File: src/rtl/glitch_seq_if.sv
// rtl/glitch_seq_if.sv - Control, status and FIFO read-side signals of glitch_seq
// GLITCH_SEQ_TRIG_EN adds the asynchronous trig input.
interface glitch_seq_if;
   logic        en;
   logic        abort;
   logic [31:0] fifo_in;
   logic        fifo_empty;
   logic        fifo_re;
   logic        ready;
   logic        glitch_en;
   logic        delay_en;
   logic [7:0]  busy_cnt;
`ifdef GLITCH_SEQ_TRIG_EN
   logic        trig;

   modport slave (
      input  en, abort, fifo_in, fifo_empty, trig,
      output fifo_re, ready, glitch_en, delay_en, busy_cnt
   );

   modport master (
      output en, abort, fifo_in, fifo_empty, trig,
      input  fifo_re, ready, glitch_en, delay_en, busy_cnt
   );
`else
   modport slave (
      input  en, abort, fifo_in, fifo_empty,
      output fifo_re, ready, glitch_en, delay_en, busy_cnt
   );

   modport master (
      output en, abort, fifo_in, fifo_empty,
      input  fifo_re, ready, glitch_en, delay_en, busy_cnt
   );
`endif
endinterface

File: src/rtl/glitch_seq.sv
// rtl/glitch_seq.sv - Glitch sequencer: FIFO descriptors to timed delay_en/glitch_en windows
// GLITCH_SEQ_TRIG_EN adds a trigger-armed ARM state between LOAD and the timed phases.
module glitch_seq #(
   parameter int DELAY_W = 24,
   parameter int WIDTH_W = 8
) (
   input  logic        clk_i,
   input  logic        rst_i,
   glitch_seq_if.slave seq_io
);

   typedef enum logic [2:0] {
      S_IDLE,
      S_FETCH,
      S_LOAD,
      S_DELAY,
      S_GLITCH,
      S_NEXT
`ifdef GLITCH_SEQ_TRIG_EN
      , S_ARM
`endif
   } state_t;

   localparam logic [DELAY_W-1:0] CNT_ONE = DELAY_W'(1);

   state_t             state_q;
   logic [DELAY_W-1:0] cnt_q;
   logic [WIDTH_W-1:0] wid_q;
   logic [7:0]         busy_cnt_q;
   logic               fifo_re_q;
   logic               ready_q;
   logic               glitch_en_q;
   logic               delay_en_q;

   logic [DELAY_W-1:0] dly_src;
   logic [WIDTH_W-1:0] wid_src;
   logic [DELAY_W-1:0] wid_q_ext;
   logic               dispatch;
   state_t             disp_state;
   logic [DELAY_W-1:0] disp_cnt;

   assign wid_q_ext = {{(DELAY_W-WIDTH_W){1'b0}}, wid_q};

`ifdef GLITCH_SEQ_TRIG_EN
   logic [DELAY_W-1:0] dly_q;
   logic               trig_meta_q;
   logic               trig_sync_q;
   logic               trig_prev_q;
   logic               trig_rise;

   always_ff @(posedge clk_i) begin
      if (rst_i) begin
         trig_meta_q <= 1'b0;
         trig_sync_q <= 1'b0;
         trig_prev_q <= 1'b0;
      end else begin
         trig_meta_q <= seq_io.trig;
         trig_sync_q <= trig_meta_q;
         trig_prev_q <= trig_sync_q;
      end
   end

   assign trig_rise = trig_sync_q & ~trig_prev_q;
`endif

   // Phase selection is shared by LOAD (live FIFO word) and ARM (captured word).
   always_comb begin
      dly_src = seq_io.fifo_in[WIDTH_W +: DELAY_W];
      wid_src = seq_io.fifo_in[WIDTH_W-1:0];
`ifdef GLITCH_SEQ_TRIG_EN
      dispatch = 1'b0;
      if (state_q == S_ARM) begin
         dly_src  = dly_q;
         wid_src  = wid_q;
         dispatch = trig_rise;
      end
`else
      dispatch = (state_q == S_LOAD);
`endif
      if (dly_src != '0) begin
         disp_state = S_DELAY;
         disp_cnt   = dly_src;
      end else if (wid_src != '0) begin
         disp_state = S_GLITCH;
         disp_cnt   = {{(DELAY_W-WIDTH_W){1'b0}}, wid_src};
      end else begin
         disp_state = S_NEXT;
         disp_cnt   = '0;
      end
   end

   always_ff @(posedge clk_i) begin
      if (rst_i) begin
         state_q     <= S_IDLE;
         cnt_q       <= '0;
         wid_q       <= '0;
         busy_cnt_q  <= '0;
         fifo_re_q   <= 1'b0;
         ready_q     <= 1'b1;
         glitch_en_q <= 1'b0;
         delay_en_q  <= 1'b0;
`ifdef GLITCH_SEQ_TRIG_EN
         dly_q       <= '0;
`endif
      end else if (seq_io.abort) begin
         // busy_cnt survives an abort so software can see how far it got
         state_q     <= S_IDLE;
         cnt_q       <= '0;
         fifo_re_q   <= 1'b0;
         ready_q     <= 1'b1;
         glitch_en_q <= 1'b0;
         delay_en_q  <= 1'b0;
      end else begin
         fifo_re_q <= 1'b0;
         case (state_q)
            S_IDLE: begin
               if (seq_io.en && !seq_io.fifo_empty) begin
                  state_q    <= S_FETCH;
                  fifo_re_q  <= 1'b1;
                  ready_q    <= 1'b0;
                  busy_cnt_q <= '0;
               end
            end
            S_FETCH: state_q <= S_LOAD;
            S_LOAD: begin
               wid_q      <= wid_src;
               busy_cnt_q <= busy_cnt_q + 8'd1;
`ifdef GLITCH_SEQ_TRIG_EN
               dly_q      <= dly_src;
               state_q    <= S_ARM;
`endif
            end
`ifdef GLITCH_SEQ_TRIG_EN
            S_ARM: ;
`endif
            S_DELAY: begin
               if (cnt_q == CNT_ONE) begin
                  delay_en_q <= 1'b0;
                  if (wid_q != '0) begin
                     state_q     <= S_GLITCH;
                     glitch_en_q <= 1'b1;
                     cnt_q       <= wid_q_ext;
                  end else begin
                     state_q <= S_NEXT;
                     cnt_q   <= '0;
                  end
               end else begin
                  cnt_q <= cnt_q - CNT_ONE;
               end
            end
            S_GLITCH: begin
               if (cnt_q == CNT_ONE) begin
                  glitch_en_q <= 1'b0;
                  state_q     <= S_NEXT;
                  cnt_q       <= '0;
               end else begin
                  cnt_q <= cnt_q - CNT_ONE;
               end
            end
            S_NEXT: begin
               if (!seq_io.fifo_empty) begin
                  state_q   <= S_FETCH;
                  fifo_re_q <= 1'b1;
               end else begin
                  state_q <= S_IDLE;
                  ready_q <= 1'b1;
               end
            end
            default: begin
               state_q <= S_IDLE;
               ready_q <= 1'b1;
            end
         endcase

         if (dispatch) begin
            state_q     <= disp_state;
            cnt_q       <= disp_cnt;
            delay_en_q  <= (disp_state == S_DELAY);
            glitch_en_q <= (disp_state == S_GLITCH);
         end
      end
   end

   assign seq_io.fifo_re   = fifo_re_q;
   assign seq_io.ready     = ready_q;
   assign seq_io.glitch_en = glitch_en_q;
   assign seq_io.delay_en  = delay_en_q;
   assign seq_io.busy_cnt  = busy_cnt_q;

endmodule

File: src/flat_wrapper.sv
// flat-port wrapper written by rule: the top's interface ports become plain ports
module glitch_seq_flat 
#(
   parameter int DELAY_W = 24,
   parameter int WIDTH_W = 8
)
  (clk_i, rst_i, seq_io_en, seq_io_abort, seq_io_fifo_in, seq_io_fifo_empty, seq_io_fifo_re, seq_io_ready, seq_io_glitch_en, seq_io_delay_en, seq_io_busy_cnt);
  glitch_seq_if seq_io_i ();
  input  logic clk_i;
  input  logic rst_i;
  input wire logic [$bits(seq_io_i.en)-1:0] seq_io_en;
  input wire logic [$bits(seq_io_i.abort)-1:0] seq_io_abort;
  input wire logic [$bits(seq_io_i.fifo_in)-1:0] seq_io_fifo_in;
  input wire logic [$bits(seq_io_i.fifo_empty)-1:0] seq_io_fifo_empty;
  output wire logic [$bits(seq_io_i.fifo_re)-1:0] seq_io_fifo_re;
  output wire logic [$bits(seq_io_i.ready)-1:0] seq_io_ready;
  output wire logic [$bits(seq_io_i.glitch_en)-1:0] seq_io_glitch_en;
  output wire logic [$bits(seq_io_i.delay_en)-1:0] seq_io_delay_en;
  output wire logic [$bits(seq_io_i.busy_cnt)-1:0] seq_io_busy_cnt;
  assign seq_io_i.en = seq_io_en;
  assign seq_io_i.abort = seq_io_abort;
  assign seq_io_i.fifo_in = seq_io_fifo_in;
  assign seq_io_i.fifo_empty = seq_io_fifo_empty;
  assign seq_io_fifo_re = seq_io_i.fifo_re;
  assign seq_io_ready = seq_io_i.ready;
  assign seq_io_glitch_en = seq_io_i.glitch_en;
  assign seq_io_delay_en = seq_io_i.delay_en;
  assign seq_io_busy_cnt = seq_io_i.busy_cnt;
  glitch_seq #(.DELAY_W(DELAY_W), .WIDTH_W(WIDTH_W)) u_core (.clk_i(clk_i), .rst_i(rst_i), .seq_io(seq_io_i));
endmodule
File: config.mk
export PLATFORM = sky130hd
export DESIGN_NAME = glitch_seq_flat
export DESIGN_NICKNAME = d
export VERILOG_FILES = /design/src/rtl/glitch_seq_if.sv /design/src/rtl/glitch_seq.sv /design/src/flat_wrapper.sv
export SDC_FILE = /design/constraint.sdc
export NUM_CORES = 1
export LEC_CHECK = 0
export CELL_PAD_IN_SITES_DETAIL_PLACEMENT = 1
export CELL_PAD_IN_SITES_GLOBAL_PLACEMENT = 2
export CORE_ASPECT_RATIO = 0.8
export CORE_MARGIN = 3
export CORE_UTILIZATION = 31
export DETAILED_ROUTE_END_ITERATION = 6
export PLACE_DENSITY_LB_ADDON = 0.1
export SLEW_MARGIN = 15
export SYNTH_ARGS = -nofsm -noshare
export SYNTH_HDL_FRONTEND = slang
export SYNTH_SLANG_ARGS = --single-unit
File: constraint.sdc
create_clock -name clk_i -period 2.7 [get_ports clk_i]
set_input_delay 0.405 -clock clk_i [delete_from_list [all_inputs] [get_ports clk_i]]
set_output_delay 0.405 -clock clk_i [all_outputs]
set_load 0.1 [all_outputs]
## Yosys cells after proc, flatten, opt, wreduce, memory -nomap -nowiden

Cells that the tools add are included.

- Output and inout port bits: 12
- Bits in registers: 47

- Add/subtract/negate cells: 2
- Multiplexer cells: 31
- Reduce and logical (&&, ||, !) cells: 18
- Eq/ne operators: 14
- Bitwise operators: 2

Operator list:

| operator | number |
|---|---|
| 24-bit 2-to-1 mux | 4 |
| 24-bit case mux with 2 select lines | 1 |
| 24-bit by 1-bit equality test with 1-bit output (second input constant) | 1 |
| 8-bit 2-to-1 mux | 3 |
| 24-bit nonzero test | 1 |
| 24-bit by 1-bit subtractor with 24-bit output (second input constant) | 1 |
| 8-bit case mux with 2 select lines | 1 |
| 8-bit nonzero test | 2 |
| 3-bit 2-to-1 mux | 5 |
| 3-bit case mux with 5 select lines | 1 |
| 1-bit 2-to-1 mux | 13 |
| 3-bit by 1-bit != test with 1-bit output (second input constant) | 4 |
| 3-bit by 2-bit equality test with 1-bit output (second input constant) | 3 |
| 3-bit equality test (second input constant) | 3 |
| 3-bit AND reduction | 3 |
| 8-bit by 1-bit adder with 8-bit output (second input constant) | 1 |
| 2-bit nonzero test | 3 |
| 1-bit case mux with 2 select lines | 2 |
| 2-bit AND reduction | 2 |
| 4-bit AND reduction | 1 |
| 4-bit OR reduction | 1 |
| 3-bit by 1-bit equality test with 1-bit output (second input constant) | 1 |
| 3-bit logical NOT | 1 |
| 1-bit case mux with 3 select lines | 1 |
| other kinds (7) | 8 |

## Depth between registers and ports, before layout

Gate-level depths: netlist of run 1.

- Word-level depth: 5
- Mapped depth: 8

## Worst setup path after synthesis of run 1

Ideal clock, no wire load.

- Path kind: register to register
- Start point: register u_core.cnt_q[0]
- End point: register u_core.cnt_q[14]
- Path buffers: 1
- Setup time: 123 ps
- Cell stages (with the launch flop): 9
- Period minus slack after synthesis: 2164 ps
- Data arrival time: 2041 ps
- Path slack: 536 ps
- Cell sequence: dfxtp_1 inv_1 ha_1 clkbuf_1 or4b_2 nor4_1 xor2_1 a221oi_1 nor2_1

- Longest elaborated chain between the ends: 4

Ends and longest elaborated chain:

| item | RTL line | RTL |
|---|---|---|
| start, declared | glitch_seq.sv:27 | `logic [DELAY_W-1:0] cnt_q;` |
| start signal, assigned | glitch_seq.sv:142 | `cnt_q <= wid_q_ext;` |
| start signal, assigned | glitch_seq.sv:148 | `cnt_q <= cnt_q - CNT_ONE;` |
| start signal, assigned | glitch_seq.sv:157 | `cnt_q <= cnt_q - CNT_ONE;` |
| 24-bit by 1-bit subtractor with 24-bit output / 24-bit by 1-bit equality test with 1-bit output (equally long branches) | n/a |  |
| 24-bit 2-to-1 mux (on tied branches) | glitch_seq.sv:152, glitch_seq.sv:137 |  |
| 24-bit case mux with 2 select lines (*) | glitch_seq.sv:115 | `case (state_q)` |
| 24-bit 2-to-1 mux (*) | glitch_seq.sv:175 | `if (dispatch) begin` |

Mark *: on every way between the ends. The rest lies on a longest branch, timed or not.
A chain may end at the register's enable or synchronous reset.

## Worst setup path in the final report of run 1

- Start point: register u_core.cnt_q[0]
- End point: register u_core.state_q[2]

- Longest elaborated chain between the ends: 3

Ends and longest elaborated chain:

| item | RTL line | RTL |
|---|---|---|
| 24-bit by 1-bit equality test with 1-bit output (*) | glitch_seq.sv:137, glitch_seq.sv:152 |  |
| 3-bit by 1-bit != test with 1-bit output (no line) | n/a |  |
| 3-bit AND reduction (no line) (*) | n/a |  |
| end signal, assigned | glitch_seq.sv:176 | `state_q <= disp_state;` |
| end, declared | glitch_seq.sv:26 | `state_t state_q;` |

Marked as above.

==> results_dict.tcl, run 1 <==
set metrics [dict create \
    final_cycle_utilization_of_the_critical_path 0.926 \
    final_setup_violations 0 \
    path_max_fanout 13 \
    start_util 0.329 \
    antenna_cells 0 \
    grt_start_max_net_pins 24 \
    avgSynthCellArea_um2 7.94 \
    postSynth.topFlopCell "sky130_fd_sc_hd__dfxtp_1" \
    finish.cell_count_without_fillers 526 \
    cp-start-kind "flop" \
    post_synth_xor_area_fraction 0.0517 \
    power.total_w 0.00171 \
    post_synth_fa_ha_maj_area_fraction 0.0130 \
    grt_first_pass_wirelength_um 16200 \
    combinational_family_with_the_most_area_after_synthesis "simple AND/OR/NAND/NOR gates" \
    unrepaired_setup_endpoints_after_global_routing "false" \
    vias 3032 \
    cts-resized-gates 0 \
    fp.dieH_um 92.2 \
    grt_pass1_vias 2930 \
    synthCells 363 \
    final_common_cell "sky130_fd_sc_hd__nand2_1" \
    filler_cell_count 1071 \
    worstPathCellList "ha_1, or4b_2, nor4_4, nand2_2, mux2_2, o22ai_1" \
    post_synth_and_or_nand_nor_area_fraction 0.292 \
    area_taken_by_multi_input_logic_gates_um2 1830 \
    seq_area_frac_synth 0.327 \
    maxSlewHeadroom 0.530 \
    place_inst 518 \
    die_x_um 114 \
    clk_pin_slew_worst_paths_ns 0.07 \
    fmax_mhz 400 \
    cts_tree "yes" \
    period_minus_slack_ns 2.50 \
    area_growth_pct 27.6 \
    number_of_port_buffers 48 \
    hold_slack_ns 0.487 \
    netlist-cell-type-count 65 \
    synth_edf_count 0 \
    finalClockSkew_ns 0.00709 \
    ir_worst_vdd_uv 262 \
    path_buf_inv 0 \
    count_of_hold_fix_buffers_inserted_at_cts 0 \
    tritoncts_num_sinks 47 \
    global_route.usage.total 0.195 \
    timing.hold.worst.class "reg -> reg" \
    mappedNetlistArea_um2 2880 \
    synth_mux_area_frac 0.0113 \
    run_status "completed" \
    final_layout_size_suffix_gt1_frac 0.150 \
    dp.final_hpwl_um 7490 \
    cp_data_arrival_time_ns 2.72 \
    gate_family_responsible_for_the_most_delay_along_the_worst_path "simple AND/OR/NAND/NOR gates" \
    seq_area_um2 941 \
    drt-vias-per-instance 5.76 \
    core-area_um2 8750 \
    max_cap_viol_count 0 \
    final_area_um2 3680 \
    synth-async-reset-ratio 0 \
    htree_num_levels 2 \
    cts_buffers 5 \
    postRouteWirelength_um 10000 \
    synth_seq_cells 47 \
    first_pass_iters 4 \
    placementRows 30 \
    global_route_congestion_overflow_total 0 \
    critical_path.slowest_cell "sky130_fd_sc_hd__or4b_2" \
    setup_tns_ns 0 \
    place_area_um2 3490 \
    detailedRoute.firstIterationViolations 191 \
    place_congestion 0.803 \
    cellLeakagePower_nw 1.37 \
    hold_viol_final 0 \
    pwr_density_cell_nw_per_um2 464 \
    drc_violation_count_after_routing 0 \
    synth_fp_nets 403 \
    clock-root-buffer "sky130_fd_sc_hd__clkbuf_16" \
    finalMaxSlewViolations 0 \
    io_pins 49 \
    initial_antenna_violation_count 0 \
    post_cts_buffers 0 \
    ctsLongestPathBuffers 2 \
    critPathCaptureType "flop" \
    worst_path_largest_cell_delay_ns 0.62 \
    nets 453 \
    worst_ep_required_time_ns 2.92 \
    mostFrequentLayoutCells "sky130_fd_sc_hd__nand2_1, sky130_fd_sc_hd__dfxtp_1, sky130_fd_sc_hd__clkdlybuf4s50_1" \
    ys_warn_count 0 \
    postRouteAntennaNets 0 \
    max_slew.worst_pin.slew_ns 0.695 \
    die_area_um2 10500 \
    timing.setup.critical_path_class "reg -> reg" \
    clock_latency_ns 0.30 \
    synth_compound_gate_area_share 0.264 \
    avgRoutedWirePerCell_um 19.1 \
]
[synth_stat cells (6+ instances only)]
library cell | number | area, um2
sky130_fd_sc_hd__nor2_1 | 30 | 113
sky130_fd_sc_hd__nor4_1 | 16 | 100
sky130_fd_sc_hd__a31oi_1 | 6 | 37.5
sky130_fd_sc_hd__nor3_1 | 9 | 45.0
sky130_fd_sc_hd__xnor2_1 | 6 | 52.6
sky130_fd_sc_hd__nand3_1 | 9 | 45.0
sky130_fd_sc_hd__a21oi_1 | 27 | 135
sky130_fd_sc_hd__o21ai_0 | 21 | 105
sky130_fd_sc_hd__nand4_1 | 6 | 37.5
sky130_fd_sc_hd__dfxtp_1 | 47 | 941
sky130_fd_sc_hd__nand2_1 | 51 | 191
sky130_fd_sc_hd__clkbuf_1 | 16 | 60.1
sky130_fd_sc_hd__o22ai_1 | 7 | 43.8
sky130_fd_sc_hd__nand2b_1 | 6 | 37.5
sky130_fd_sc_hd__xor2_1 | 11 | 96.3
[tightest hold or removal path, cell delays in order (launching register included)]
cell	delay, ns
sky130_fd_sc_hd__dfxtp_1	0.33
sky130_fd_sc_hd__nand2_1	0.06
sky130_fd_sc_hd__a21oi_1	0.05
[power breakdown]
group / switching [W] / internal [W]
clock network: 0.000289 / 0.000461
registers: 0.0000105 / 0.000699
logic: 0.000129 / 0.000118
[sequential cells by signal, summed over array words and instances, names as in the netlist]
signal and count:
u_core.cnt_q 24, u_core.seq_io.busy_cnt 8, u_core.wid_q 8, u_core.state_q 3, u_core.seq_io.delay_en 1, u_core.seq_io.fifo_re 1, u_core.seq_io.glitch_en 1, u_core.seq_io.ready 1
[through the flow]
stage / setup slack, ns / util
3_5_place_dp: 0.144 / 0.400
3_3_place_gp: 0.221 / 0.400
5_1_grt: 0.00212 / 0.420
2_1_floorplan: 0.536 / -
6_report: 0.200 / 0.420
4_1_cts: 0.127 / 0.419
[per-layer routing]
layer / GRT usage / up-vias / wire length, um
met5: 0 / - / 0
met4: 0.0504 / 0 / 123
met2: 0.274 / 50 / 4210
met1: 0.303 / 1504 / 5330
met3: 0.0330 / 8 / 369
li1: - / 1470 / -
[final cells by class]
type	count	area share
Clock inverter	2	0.00953
Tap cell	112	0.0381
Clock buffer	6	0.0378
Inverter	3	0.00306
Sequential cell	47	0.256
Timing Repair Buffer	65	0.157
Multi-Input combinational cell	291	0.498
[kinds of logic after synthesis]
logic type	count (synthesis)
xor gates and xnor gates	17
adders and majority gates	3
and+or+nand+nor	156
muxes	3
DFF	47
AOI/OAI and AO/OA	112
buffers and inverters	25
[path summary, 6_finish.rpt]
| kind | depth (start not counted) | slack [ns] | to | start |
|---|---|---|---|---|
| min reg2reg | 2 | 0.49 | u_core.wid_q[0] | u_core.wid_q[0] |
| max | 6 | 0.20 | u_core.state_q[2] | u_core.cnt_q[0] |
| min | 2 | 0.49 | u_core.wid_q[0] | u_core.wid_q[0] |
| max reg2reg | 6 | 0.20 | u_core.state_q[2] | u_core.cnt_q[0] |
Note: power is estimated with default switching activity, not from simulation.
==> inputs of run 2 (changes only) <==
- ABC_AREA: unset -> 1
- CORE_UTILIZATION: 31 -> 28
==> run 2 against run 1 <==
Effect of this change: clock skew shrank 0.0022 ns; fmax rose by 29%; global-route usage down 2.2 points; synthesized area grew 10%; worst setup slack better by 0.56 ns; worst hold slack worse by 0.012 ns; synthesized cell count increased by 46%; clock power fell by 12%; combinational power up 20%; non-clock buffer count is 14 lower; critical path type is now in -> reg; count of clock-buffer cells in the layout shrank 1.
==> results_dict.tcl, run 2 <==
set metrics [dict create \
    detailedRoute.firstIterationViolations 130 \
    ctsLongestPathBuffers 2 \
    io_pins 49 \
    path_max_fanout 11 \
    global_route.usage.total 0.173 \
    max_cap_viol_count 0 \
    vias 3409 \
    core-area_um2 11000 \
    run_status "completed" \
    switching_power_w 0.000500 \
    avgRoutedWirePerCell_um 14.8 \
    timing.setup.critical_path_class "in -> reg" \
    drc_violation_count_after_routing 0 \
    clk_pin_slew_worst_paths_ns 0.07 \
    final_area_um2 3900 \
    ys_top_cells_by_area "sky130_fd_sc_hd__dfxtp_1, sky130_fd_sc_hd__nand2_1, sky130_fd_sc_hd__nor2_1" \
    cts_tree "yes" \
    start_util 0.289 \
    number_of_port_buffers 48 \
    clock_latency_ns 0.30 \
    die_area_um2 12600 \
    filler_cell_count 1490 \
    cts_buffers 5 \
    cp_data_arrival_time_ns 2.18 \
    synth_edf_count 0 \
    cp-start-kind "primary input" \
    area_taken_by_multi_input_logic_gates_um2 1960 \
    p_sw_frac 0.300 \
    drt-vias-per-instance 4.73 \
    synth_seq_cells 47 \
    unrepaired_setup_endpoints_after_global_routing "false" \
    cellLeakagePower_nw 1.79 \
    synthCells 529 \
    antenna_cells 0 \
    place_congestion 0.788 \
    area_growth_pct 23.1 \
    maxSlewHeadroom 0.622 \
    post_cts_buffers 0 \
    ir_worst_vdd_uv 244 \
    tritoncts_num_sinks 47 \
    netlist-cell-type-count 34 \
    mostFrequentLayoutCells "sky130_fd_sc_hd__nand2_1, sky130_fd_sc_hd__nor2_1, sky130_fd_sc_hd__nand3_1" \
    setup_tns_ns 0 \
    initial_antenna_violation_count 0 \
    mappedNetlistArea_um2 3170 \
    postRouteWirelength_um 10600 \
    hold_viol_final 0 \
    final_cycle_utilization_of_the_critical_path 0.717 \
    synth-async-reset-ratio 0 \
    postSynth.topFlopCell "sky130_fd_sc_hd__dfxtp_1" \
    fp.dieH_um 101 \
    period_minus_slack_ns 1.94 \
    power_frac_seq 0.427 \
    largest_register "u_core.cnt_q" \
    netlist_top_cells_count "sky130_fd_sc_hd__nand2_1, sky130_fd_sc_hd__nor2_1, sky130_fd_sc_hd__nand3_1" \
    dp.final_hpwl_um 8390 \
    fmax_mhz 517 \
    count_of_hold_fix_buffers_inserted_at_cts 0 \
    htree_num_levels 2 \
    finalMaxSlewViolations 0 \
    clock-root-buffer "sky130_fd_sc_hd__clkbuf_16" \
    largest_reg_flops 24 \
    cts-resized-gates 0 \
    power.total_w 0.00167 \
    seq_area_frac_synth 0.297 \
    combPwrFrac 0.177 \
    critPathCaptureType "flop" \
    postRouteAntennaNets 0 \
    final_common_cell "sky130_fd_sc_hd__nand2_1" \
    seq_area_um2 941 \
    timing.hold.worst.class "reg -> reg" \
    place_area_um2 3750 \
    avgSynthCellArea_um2 5.99 \
    max_slew.worst_pin.slew_ns 0.565 \
    p_int_w 0.00117 \
    finalClockSkew_ns 0.00486 \
    global_route_congestion_overflow_total 0 \
    die_x_um 125 \
    grt_first_pass_wirelength_um 17600 \
    first_pass_iters 4 \
    placementRows 34 \
    worst_ep_required_time_ns 2.94 \
    p_clk_frac 0.397 \
    pwr_density_cell_nw_per_um2 428 \
    final_setup_violations 0 \
    nets 615 \
    yosysTopAreaCell "sky130_fd_sc_hd__dfxtp_1" \
    synth_fp_nets 569 \
    synth.most_common_cell "sky130_fd_sc_hd__nand2_1" \
    synth_top_cell_area_share 0.297 \
    grt_start_max_net_pins 49 \
    final_layout_size_suffix_gt1_frac 0.0972 \
    ys_warn_count 0 \
    grt_pass1_vias 3405 \
]
[run 2: cell count changes in the layout (fill, tap and decap cells not counted), sizes merged, moves of 8 or more]
cell | before | now
nor4 | 19 | 0
inv | 3 | 52
buf | 29 | 15
nand3 | 9 | 55
o21ai | 23 | 36
or4 | 8 | 0
nor2 | 30 | 120
nand2 | 52 | 143
[run 2: layout make-up]
| cell class | instances | share of cell area |
|---|---|---|
| multi-input cells | 419 | 0.503 |
| clock buffers | 5 | 0.0321 |
| flip-flops and latches | 47 | 0.241 |
| inverters | 51 | 0.0503 |
| clock inverters | 3 | 0.00609 |
| well taps | 144 | 0.0462 |
| repair buffers | 51 | 0.121 |
[run 2: cells by family (layout without fill, tap and decap cells)]
group           Yosys count  in the layout  share of synthesized area
flops                    47             47                      0.297
xor+xnor                 15             15                     0.0414
simple gates            336            336                      0.453
buf+inv                  63            110                     0.0841
fa+ha+maj                 3              3                     0.0118
compound gates           65             65                      0.112
[run 2: power by group through the flow]
stage	sequential, W	clock [W]	combinational, W
floorplan	0.000745	0	0.000163
detailed placement	0.000729	0	0.000298
global placement	0.000728	0	0.000296
finish	0.000712	0.000662	0.000295
CTS	0.000712	0.000684	0.000299
global route	0.000714	0.000706	0.000334
[run 2: routing by layer]
layer,up-vias,wire length (um),global-route usage
met5,-,0,0
met4,0,109,0.0425
met3,7,300,0.0290
met2,34,4520,0.270
met1,1590,5700,0.251
li1,1778,-,-
[run 2: path summary, 6_finish.rpt]
check,startpoint,to,slack [ns],cells after the start
worst min-delay path,u_core.seq_io.delay_en,u_core.seq_io.delay_en,0.47,2
worst max register to register,u_core.cnt_q[0],u_core.cnt_q[20],0.94,9
worst min register to register,u_core.seq_io.delay_en,u_core.seq_io.delay_en,0.47,2
worst max-delay path,seq_io_fifo_in[15],u_core.seq_io.glitch_en,0.76,10
[run 2: critical path: stages]
cell and delay [ns]:
sky130_fd_sc_hd__clkdlybuf4s50_1 0.48, sky130_fd_sc_hd__nor2_1 0.13, sky130_fd_sc_hd__nand2_1 0.06, sky130_fd_sc_hd__nor2_1 0.18, sky130_fd_sc_hd__nand3_1 0.39, sky130_fd_sc_hd__nor2_1 0.26, sky130_fd_sc_hd__nand2_1 0.07, sky130_fd_sc_hd__nand2_1 0.07
sky130_fd_sc_hd__nor2_1 0.04, sky130_fd_sc_hd__nor2_1 0.09
[run 2: through the flow]
step,instances,utilization,setup WS (ns),hold WS [ns]
after floorplan,529,-,0.782,0.474
after CTS,720,0.356,0.773,0.477
after global placement,712,0.342,0.471,0.449
final,720,0.356,0.765,0.474
after detailed placement,712,0.342,0.454,0.463
after global routing,720,0.356,0.528,0.487
